## config.mk

```make
export PLATFORM = sky130hd
export DESIGN_NAME = cache_ctrl_dm
export DESIGN_NICKNAME = d
export VERILOG_FILES = /design/src/rtl/cache_pkg.sv /design/src/rtl/cache_line_store.sv /design/src/rtl/cache_ctrl_dm.sv
export SDC_FILE = /design/constraint.sdc
export NUM_CORES = 1
export LEC_CHECK = 0
export ABC_CLOCK_PERIOD_IN_PS = 7100
export BUFFER_PORTS_ARGS = -buffer_cell sky130_fd_sc_hd__buf_2
export CORE_MARGIN = 4
export CORE_UTILIZATION = 59
export CTS_CLUSTER_SIZE = 12
export DETAILED_ROUTE_END_ITERATION = 7
export PLACE_DENSITY_LB_ADDON = 0.15
export REMOVE_ABC_BUFFERS = 1
export SLEW_MARGIN = 20
export SYNTH_ARGS = -nofsm -noshare
export SYNTH_HDL_FRONTEND = slang
export SYNTH_SLANG_ARGS = --single-unit
```

## constraint.sdc

```tcl
create_clock -name clk -period 7.1 [get_ports clk]
set_clock_uncertainty 0.2 [all_clocks]
set_input_delay 1.42 -clock clk [delete_from_list [all_inputs] [get_ports clk]]
set_output_delay 1.42 -clock clk [all_outputs]
set_load 0.03 [all_outputs]
```

## src/rtl/cache_pkg.sv

```systemverilog
// Shared types and width helpers for the direct-mapped cache controller.
package cache_pkg;

    localparam int unsigned CACHE_ADDR_W = 28;
    localparam int unsigned CACHE_DATA_W = 32;

    typedef enum logic [2:0] {
        IDLE,
        LOOKUP,
        RD_MISS,
        WR_THRU,
        RESP
    } state_t;

    function automatic int unsigned idx_w(input int unsigned lines);
        return $clog2(lines);
    endfunction

endpackage

```

## src/rtl/cache_line_store.sv

```systemverilog
// Tag and data arrays: synchronous write, registered read, no reset on contents.
module cache_line_store #(
    parameter int unsigned LINES  = 16,
    parameter int unsigned IDX_W  = 4,
    parameter int unsigned TAG_W  = 24,
    parameter int unsigned DATA_W = 32
) (
    input  logic              clk,
    input  logic              rd_en,
    input  logic [IDX_W-1:0]  rd_idx,
    output logic [TAG_W-1:0]  rd_tag,
    output logic [DATA_W-1:0] rd_data,
    input  logic              tag_we,
    input  logic              data_we,
    input  logic [IDX_W-1:0]  wr_idx,
    input  logic [TAG_W-1:0]  wr_tag,
    input  logic [DATA_W-1:0] wr_data
);

    logic [TAG_W-1:0]  tag_mem  [LINES];
    logic [DATA_W-1:0] data_mem [LINES];

    always_ff @(posedge clk) begin
        if (tag_we) begin
            tag_mem[wr_idx] <= wr_tag;
        end
        if (data_we) begin
            data_mem[wr_idx] <= wr_data;
        end
        if (rd_en) begin
            rd_tag  <= tag_mem[rd_idx];
            rd_data <= data_mem[rd_idx];
        end
    end

endmodule

```

## src/rtl/cache_ctrl_dm.sv

```systemverilog
// Direct-mapped, write-through, no-write-allocate cache controller.
// Optional hit/miss counters are enabled with the CACHE_STATS_EN macro.
module cache_ctrl_dm
    import cache_pkg::*;
#(
    parameter int unsigned ADDR_WIDTH = CACHE_ADDR_W,
    parameter int unsigned DATA_WIDTH = CACHE_DATA_W,
    parameter int unsigned LINES      = 16
) (
    input  logic                  clk,
    input  logic                  rst_n,
    input  logic                  cpu_req,
    input  logic                  cpu_we,
    input  logic [ADDR_WIDTH-1:0] cpu_addr,
    input  logic [DATA_WIDTH-1:0] cpu_wdata,
    output logic [DATA_WIDTH-1:0] cpu_rdata,
    output logic                  cpu_ready,
    output logic                  cpu_hit,
    input  logic                  flush,
    output logic                  mem_req,
    output logic                  mem_we,
    output logic [ADDR_WIDTH-1:0] mem_addr,
    output logic [DATA_WIDTH-1:0] mem_wdata,
    input  logic [DATA_WIDTH-1:0] mem_rdata,
    input  logic                  mem_ack
`ifdef CACHE_STATS_EN
    ,
    output logic [31:0]           hit_count,
    output logic [31:0]           miss_count
`endif
);

    localparam int unsigned IDX_W = idx_w(LINES);
    localparam int unsigned TAG_W = ADDR_WIDTH - IDX_W;

    state_t                state_q, state_d;
    logic                  req_we_q;
    logic [ADDR_WIDTH-1:0] req_addr_q;
    logic [DATA_WIDTH-1:0] req_wdata_q;
    logic                  hit_q, hit_d;
    logic [LINES-1:0]      valid_q;

    logic [IDX_W-1:0]      req_idx;
    logic [TAG_W-1:0]      req_tag;
    logic [TAG_W-1:0]      rd_tag;
    logic [DATA_WIDTH-1:0] rd_data;
    logic                  hit_c;

    logic                  accept_c, flush_c, fill_c, data_we_c, tag_we_c;
    logic [DATA_WIDTH-1:0] wr_data_c;

    logic [DATA_WIDTH-1:0] cpu_rdata_d;
    logic                  cpu_ready_d, cpu_hit_d;
    logic                  mem_req_d, mem_we_d;
    logic [ADDR_WIDTH-1:0] mem_addr_d;
    logic [DATA_WIDTH-1:0] mem_wdata_d;

    assign req_idx = req_addr_q[IDX_W-1:0];
    assign req_tag = req_addr_q[ADDR_WIDTH-1:IDX_W];
    assign hit_c   = valid_q[req_idx] && (rd_tag == req_tag);

    cache_line_store #(
        .LINES  (LINES),
        .IDX_W  (IDX_W),
        .TAG_W  (TAG_W),
        .DATA_W (DATA_WIDTH)
    ) u_store (
        .clk     (clk),
        .rd_en   (accept_c),
        .rd_idx  (cpu_addr[IDX_W-1:0]),
        .rd_tag  (rd_tag),
        .rd_data (rd_data),
        .tag_we  (tag_we_c),
        .data_we (data_we_c),
        .wr_idx  (req_idx),
        .wr_tag  (req_tag),
        .wr_data (wr_data_c)
    );

    // Next state, array controls and next values of the registered outputs.
    always_comb begin
        state_d     = state_q;
        hit_d       = hit_q;
        accept_c    = 1'b0;
        flush_c     = 1'b0;
        fill_c      = 1'b0;
        tag_we_c    = 1'b0;
        data_we_c   = 1'b0;
        wr_data_c   = req_wdata_q;
        cpu_rdata_d = cpu_rdata;
        cpu_ready_d = 1'b0;
        cpu_hit_d   = 1'b0;
        mem_req_d   = 1'b0;
        mem_we_d    = 1'b0;
        mem_addr_d  = mem_addr;
        mem_wdata_d = mem_wdata;
        case (state_q)
            IDLE: begin
                // A request still shown during its own ready cycle is not a new one.
                if (flush) begin
                    flush_c = 1'b1;
                end else if (cpu_req && !cpu_ready) begin
                    accept_c = 1'b1;
                    state_d  = LOOKUP;
                end
            end
            LOOKUP: begin
                hit_d      = hit_c;
                mem_addr_d = req_addr_q;
                if (!req_we_q) begin
                    if (hit_c) begin
                        cpu_ready_d = 1'b1;
                        cpu_hit_d   = 1'b1;
                        cpu_rdata_d = rd_data;
                        state_d     = IDLE;
                    end else begin
                        mem_req_d = 1'b1;
                        state_d   = RD_MISS;
                    end
                end else begin
                    data_we_c   = hit_c;
                    mem_req_d   = 1'b1;
                    mem_we_d    = 1'b1;
                    mem_wdata_d = req_wdata_q;
                    state_d     = WR_THRU;
                end
            end
            RD_MISS: begin
                if (mem_ack) begin
                    fill_c      = 1'b1;
                    tag_we_c    = 1'b1;
                    data_we_c   = 1'b1;
                    wr_data_c   = mem_rdata;
                    cpu_rdata_d = mem_rdata;
                    cpu_ready_d = 1'b1;
                    state_d     = RESP;
                end else begin
                    mem_req_d = 1'b1;
                end
            end
            WR_THRU: begin
                if (mem_ack) begin
                    cpu_ready_d = 1'b1;
                    cpu_hit_d   = hit_q;
                    state_d     = RESP;
                end else begin
                    mem_req_d = 1'b1;
                    mem_we_d  = 1'b1;
                end
            end
            RESP: begin
                state_d = IDLE;
            end
            default: begin
                state_d = IDLE;
            end
        endcase
    end

    always_ff @(posedge clk or negedge rst_n) begin
        if (!rst_n) begin
            state_q     <= IDLE;
            hit_q       <= 1'b0;
            req_we_q    <= 1'b0;
            req_addr_q  <= '0;
            req_wdata_q <= '0;
            cpu_rdata   <= '0;
            cpu_ready   <= 1'b0;
            cpu_hit     <= 1'b0;
            mem_req     <= 1'b0;
            mem_we      <= 1'b0;
            mem_addr    <= '0;
            mem_wdata   <= '0;
        end else begin
            state_q   <= state_d;
            hit_q     <= hit_d;
            cpu_rdata <= cpu_rdata_d;
            cpu_ready <= cpu_ready_d;
            cpu_hit   <= cpu_hit_d;
            mem_req   <= mem_req_d;
            mem_we    <= mem_we_d;
            mem_addr  <= mem_addr_d;
            mem_wdata <= mem_wdata_d;
            if (accept_c) begin
                req_we_q    <= cpu_we;
                req_addr_q  <= cpu_addr;
                req_wdata_q <= cpu_wdata;
            end
        end
    end

    // Valid bits live here so a flush clears every line in one cycle.
    always_ff @(posedge clk or negedge rst_n) begin
        if (!rst_n) begin
            valid_q <= '0;
        end else if (flush_c) begin
            valid_q <= '0;
        end else if (fill_c) begin
            valid_q[req_idx] <= 1'b1;
        end
    end

`ifdef CACHE_STATS_EN
    always_ff @(posedge clk or negedge rst_n) begin
        if (!rst_n) begin
            hit_count  <= '0;
            miss_count <= '0;
        end else if (cpu_ready) begin
            if (cpu_hit) begin
                if (hit_count != 32'hFFFF_FFFF) begin
                    hit_count <= hit_count + 32'd1;
                end
            end else if (miss_count != 32'hFFFF_FFFF) begin
                miss_count <= miss_count + 32'd1;
            end
        end
    end
`endif

endmodule
```

==> implementation parameters <==
Parameter                              Value

Global route
  Tot GR Track Use    25.1%
  Congestion Overflow GR    0
  Largest net degree at the start of global routing    101
  Initial antenna violation count    1
  Vias in the first global route    22000
  First-pass GRT wire length    144000 um

Power
  Sw frac    28.2%
  Combinational fraction of design power    16.3%
  Part of the total power dissipated in sequential elements    52.3%
  Power per unit of standard cell area    360 nW/um2
  Clock share of power    31.4%
  Sw Pwr    4.98 mW
  Cell internal power dissipation    12.7 mW
  Peak VDD IR    0.293 mV
  Leakage power total    17.1 nW

Logic synthesis
  Mean Syn Cell Area    20.2 um2
  Post-Syn Instances    2151
  Proportion of synthesized area in mux cells    16.3%
  Flip-flop and latch count after synthesis    1129
  Dominant combinational cell family by area after synthesis    multiplexers
  Cell types with the highest counts after synthesis    sky130_fd_sc_hd__edfxtp_1, sky130_fd_sc_hd__nand2_1, sky130_fd_sc_hd__mux4_2
  Top cells by area, synth    sky130_fd_sc_hd__edfxtp_1, sky130_fd_sc_hd__mux4_2, sky130_fd_sc_hd__dfrtp_1, sky130_fd_sc_hd__nand2_1, sky130_fd_sc_hd__a22oi_2
  Async S/R FF share, synth    15.7%
  Most numerous cell in the Yosys netlist    sky130_fd_sc_hd__edfxtp_1
  Post-synth top flop    sky130_fd_sc_hd__edfxtp_1
  Share of the synthesized netlist area taken by xor and xnor gates    0.485%
  Synth Area in Compound Gates    1.38%
  Cell type contributing the most total cell area after synthesis    sky130_fd_sc_hd__edfxtp_1
  Top-area cell type share of the netlist area    65.9%
  Number of flops mapped to enable cells by yosys    952
  Synth warnings    0
  Sequential fraction of the synthesis area    76.1%
  Fraction of the mapped netlist area in adder cells    0%
  Netlist cell types    38
  Simple-gate share of the synthesized area    4.40%
  Combined area of all synthesized cells    43400 um2

Worst setup path
  Buffers and inverters on the worst path    1
  Cell class contributing the biggest share of worst-path delay    simple AND/OR/NAND/NOR gates
  Delay contributed by the slowest stage of the critical path    640 ps
  Critical-path top delay cell    sky130_fd_sc_hd__nor4_4
  Crit. End Element    flop
  Launching element type of the critical path    flop
  Critical path origin    req_addr_q[20]
  Origin of the critical flop-to-flop path    req_addr_q[20]
  Critical path class    flop to flop
  Cell-by-cell trace of the critical path    xnor2_1 -> nand4_1 -> nor4_4 -> a41oi_2 -> nor4_2 -> buf_4
  Data arrival time of the critical path    4210 ps
  Maximum fanout count along the critical path    32
  Data required time of the critical path    7180 ps

Die
  Initial core utilization    59.4%
  Chip height    279 um
  Total number of placement rows    99
  Core region area    73000 um2
  Die outline area    77900 um2
  Top Ports    194
  DIE WIDTH    279 um

CTS
  Clock tree from TritonCTS    yes
  Post-CTS Hold Buffers    0
  H-tree depth reported by CTS    3
  Clock insertion delay at the later pin of the skew report    660 ps
  Clock transition at path regs    60 ps
  Clock net sink count    1129
  Root buffer cell    sky130_fd_sc_hd__clkbuf_16
  Number of clock buffers inserted by TritonCTS    111
  Number of buffers between clock root and the deepest sink    3
  Post-CTS setup repair buffer count    0
  Resized Gates After CTS    0

Timing
  Worst Tran Pin Value    1150 ps
  Number of setup violations in the final report    0
  Final hold slack    268 ps
  Final Slew Violations    0
  Setup repair after global routing missed its margin    false
  Share of the clock period used by the worst path    58.2%
  Fin. Hold Viols    0
  Relative slew margins    23.5%
  Final setup TNS    0 ps
  Peak clock frequency supported by timing    242 MHz
  Shortest period the worst path allows    4130 ps

Finish
  Fraction of the core area covered by cells at the end of the flow    67.3%
  Area growth from synthesis to layout    13.2%
  Proportion of layout cells with a drive suffix above 1    31.0%
  Net total in the final layout    2489
  Final Cell Area    49100 um2
  Non-Filler Instances    3447
  Filler cells    4684

Route
  Antenna-violating nets left    0
  Starting DRT DRC Count    2246
  DRC violation count after routing    0
  Average wire per standard cell    28.0 um
  First-pass detailed-route iteration total    5
  Number of vias in the routed layout    21400
  Detailed Route WL    96500 um
  Per-cell via count in the routed design    6.20

Placement
  Post-Place Cells    3237
  Post-DP Area    45600 um2
  Placer Congestion    0.752
  DP Wirelength    48700 um
  Port-buffer cells    193

Run
  Maximum Capacitance Violations    0

Status
  Run status    finished clean

Worst hold path
  Min-Delay Path Class    flop to flop
  HP Start    mem_addr[21]
[power groups by stage]
stage / sequential (mW) / combinational [mW] / clock (mW)
floorplan: 9.62 / 1.37 / 0
detailed placement: 9.37 / 2.89 / 0
global route: 9.33 / 3.11 / 5.95
global placement: 9.31 / 2.79 / 0
CTS: 9.24 / 2.91 / 5.64
finish: 9.24 / 2.88 / 5.55
[cell families after synthesis]
kind of cell	Yosys count
flops	1129
simple gates	474
mux	348
buf+inv	119
compound gates	57
xor+xnor	24
[registers in the layout, indices dropped and copies added, names as in the netlist, 3 cells and up]
register,cells
cpu_rdata,32
mem_addr,28
mem_wdata,32
req_addr_q,28
req_wdata_q,32
state_q,3
u_store.data_mem,512
u_store.rd_data,32
u_store.rd_tag,24
u_store.tag_mem,384
valid_q,16
[layout by cell type, fill, tap and decap left out, types with 6 or more instances in the layout]
cell type	netlist	routed
sky130_fd_sc_hd__dfrtp_1	177	177
sky130_fd_sc_hd__nor3_2	1	16
sky130_fd_sc_hd__clkbuf_1	65	68
sky130_fd_sc_hd__nor2_1	53	40
sky130_fd_sc_hd__buf_4	4	49
sky130_fd_sc_hd__nand2_1	372	372
sky130_fd_sc_hd__mux2_2	32	32
sky130_fd_sc_hd__buf_2	36	188
sky130_fd_sc_hd__xnor2_1	24	24
sky130_fd_sc_hd__nor2_2	0	12
sky130_fd_sc_hd__a22oi_2	31	31
sky130_fd_sc_hd__mux2i_1	32	32
sky130_fd_sc_hd__clkbuf_16	0	113
sky130_fd_sc_hd__edfxtp_1	952	952
sky130_fd_sc_hd__o21a_1	16	16
sky130_fd_sc_hd__clkbuf_8	0	16
sky130_fd_sc_hd__nand4_1	6	6
sky130_fd_sc_hd__mux4_2	284	284
[worst register-to-register path, stage by stage, from the launching register on]
cell                      delay, ps
sky130_fd_sc_hd__dfrtp_1        590
sky130_fd_sc_hd__xnor2_1        380
sky130_fd_sc_hd__nand4_1        300
sky130_fd_sc_hd__nor4_4         640
sky130_fd_sc_hd__a41oi_2        630
sky130_fd_sc_hd__nor4_2         370
sky130_fd_sc_hd__buf_4          630
[final timing paths]
path	cells after the start	to	slack (ps)
min in group asynchronous	1	mem_addr[17]	490
setup reg to reg	6	u_store.data_mem[8][11]	2970
hold / removal	2	mem_addr[21]	270
hold reg to reg	2	mem_addr[21]	270
setup / recovery	6	u_store.data_mem[8][11]	2970
max in group asynchronous	2	cpu_rdata[9]	4930
[per-layer routing]
layer  vias to the layer above  routed length (um)  GRT usage [%]
li1                       8984                   -              -
met1                     11400               39600           37.2
met2                       874               47900           40.9
met3                       137                7220           3.93
met4                         0                1790           5.24
met5                         -                   0              0
[cell type report]
class | instances | area [um2] | area share, %
antenna | 1 | 2.50 | 0.00510
clock buffer | 196 | 3290 | 6.70
clock inverter | 13 | 160 | 0.326
inverter | 3 | 16.3 | 0.0331
multi-input combinational | 903 | 9970 | 20.3
sequential | 1129 | 33000 | 67.3
tap | 959 | 1200 | 2.45
timing repair buffer | 243 | 1410 | 2.88
[stage by stage]
stage | worst slack, ps | power, mW
finish | 2970 | 17.7
floorplan | -949 | 11.0
global route | 2760 | 18.4
CTS | 2950 | 17.8
detailed placement | 2730 | 12.3
global placement | 2770 | 12.1
Note: power is estimated with default switching activity, not from simulation.
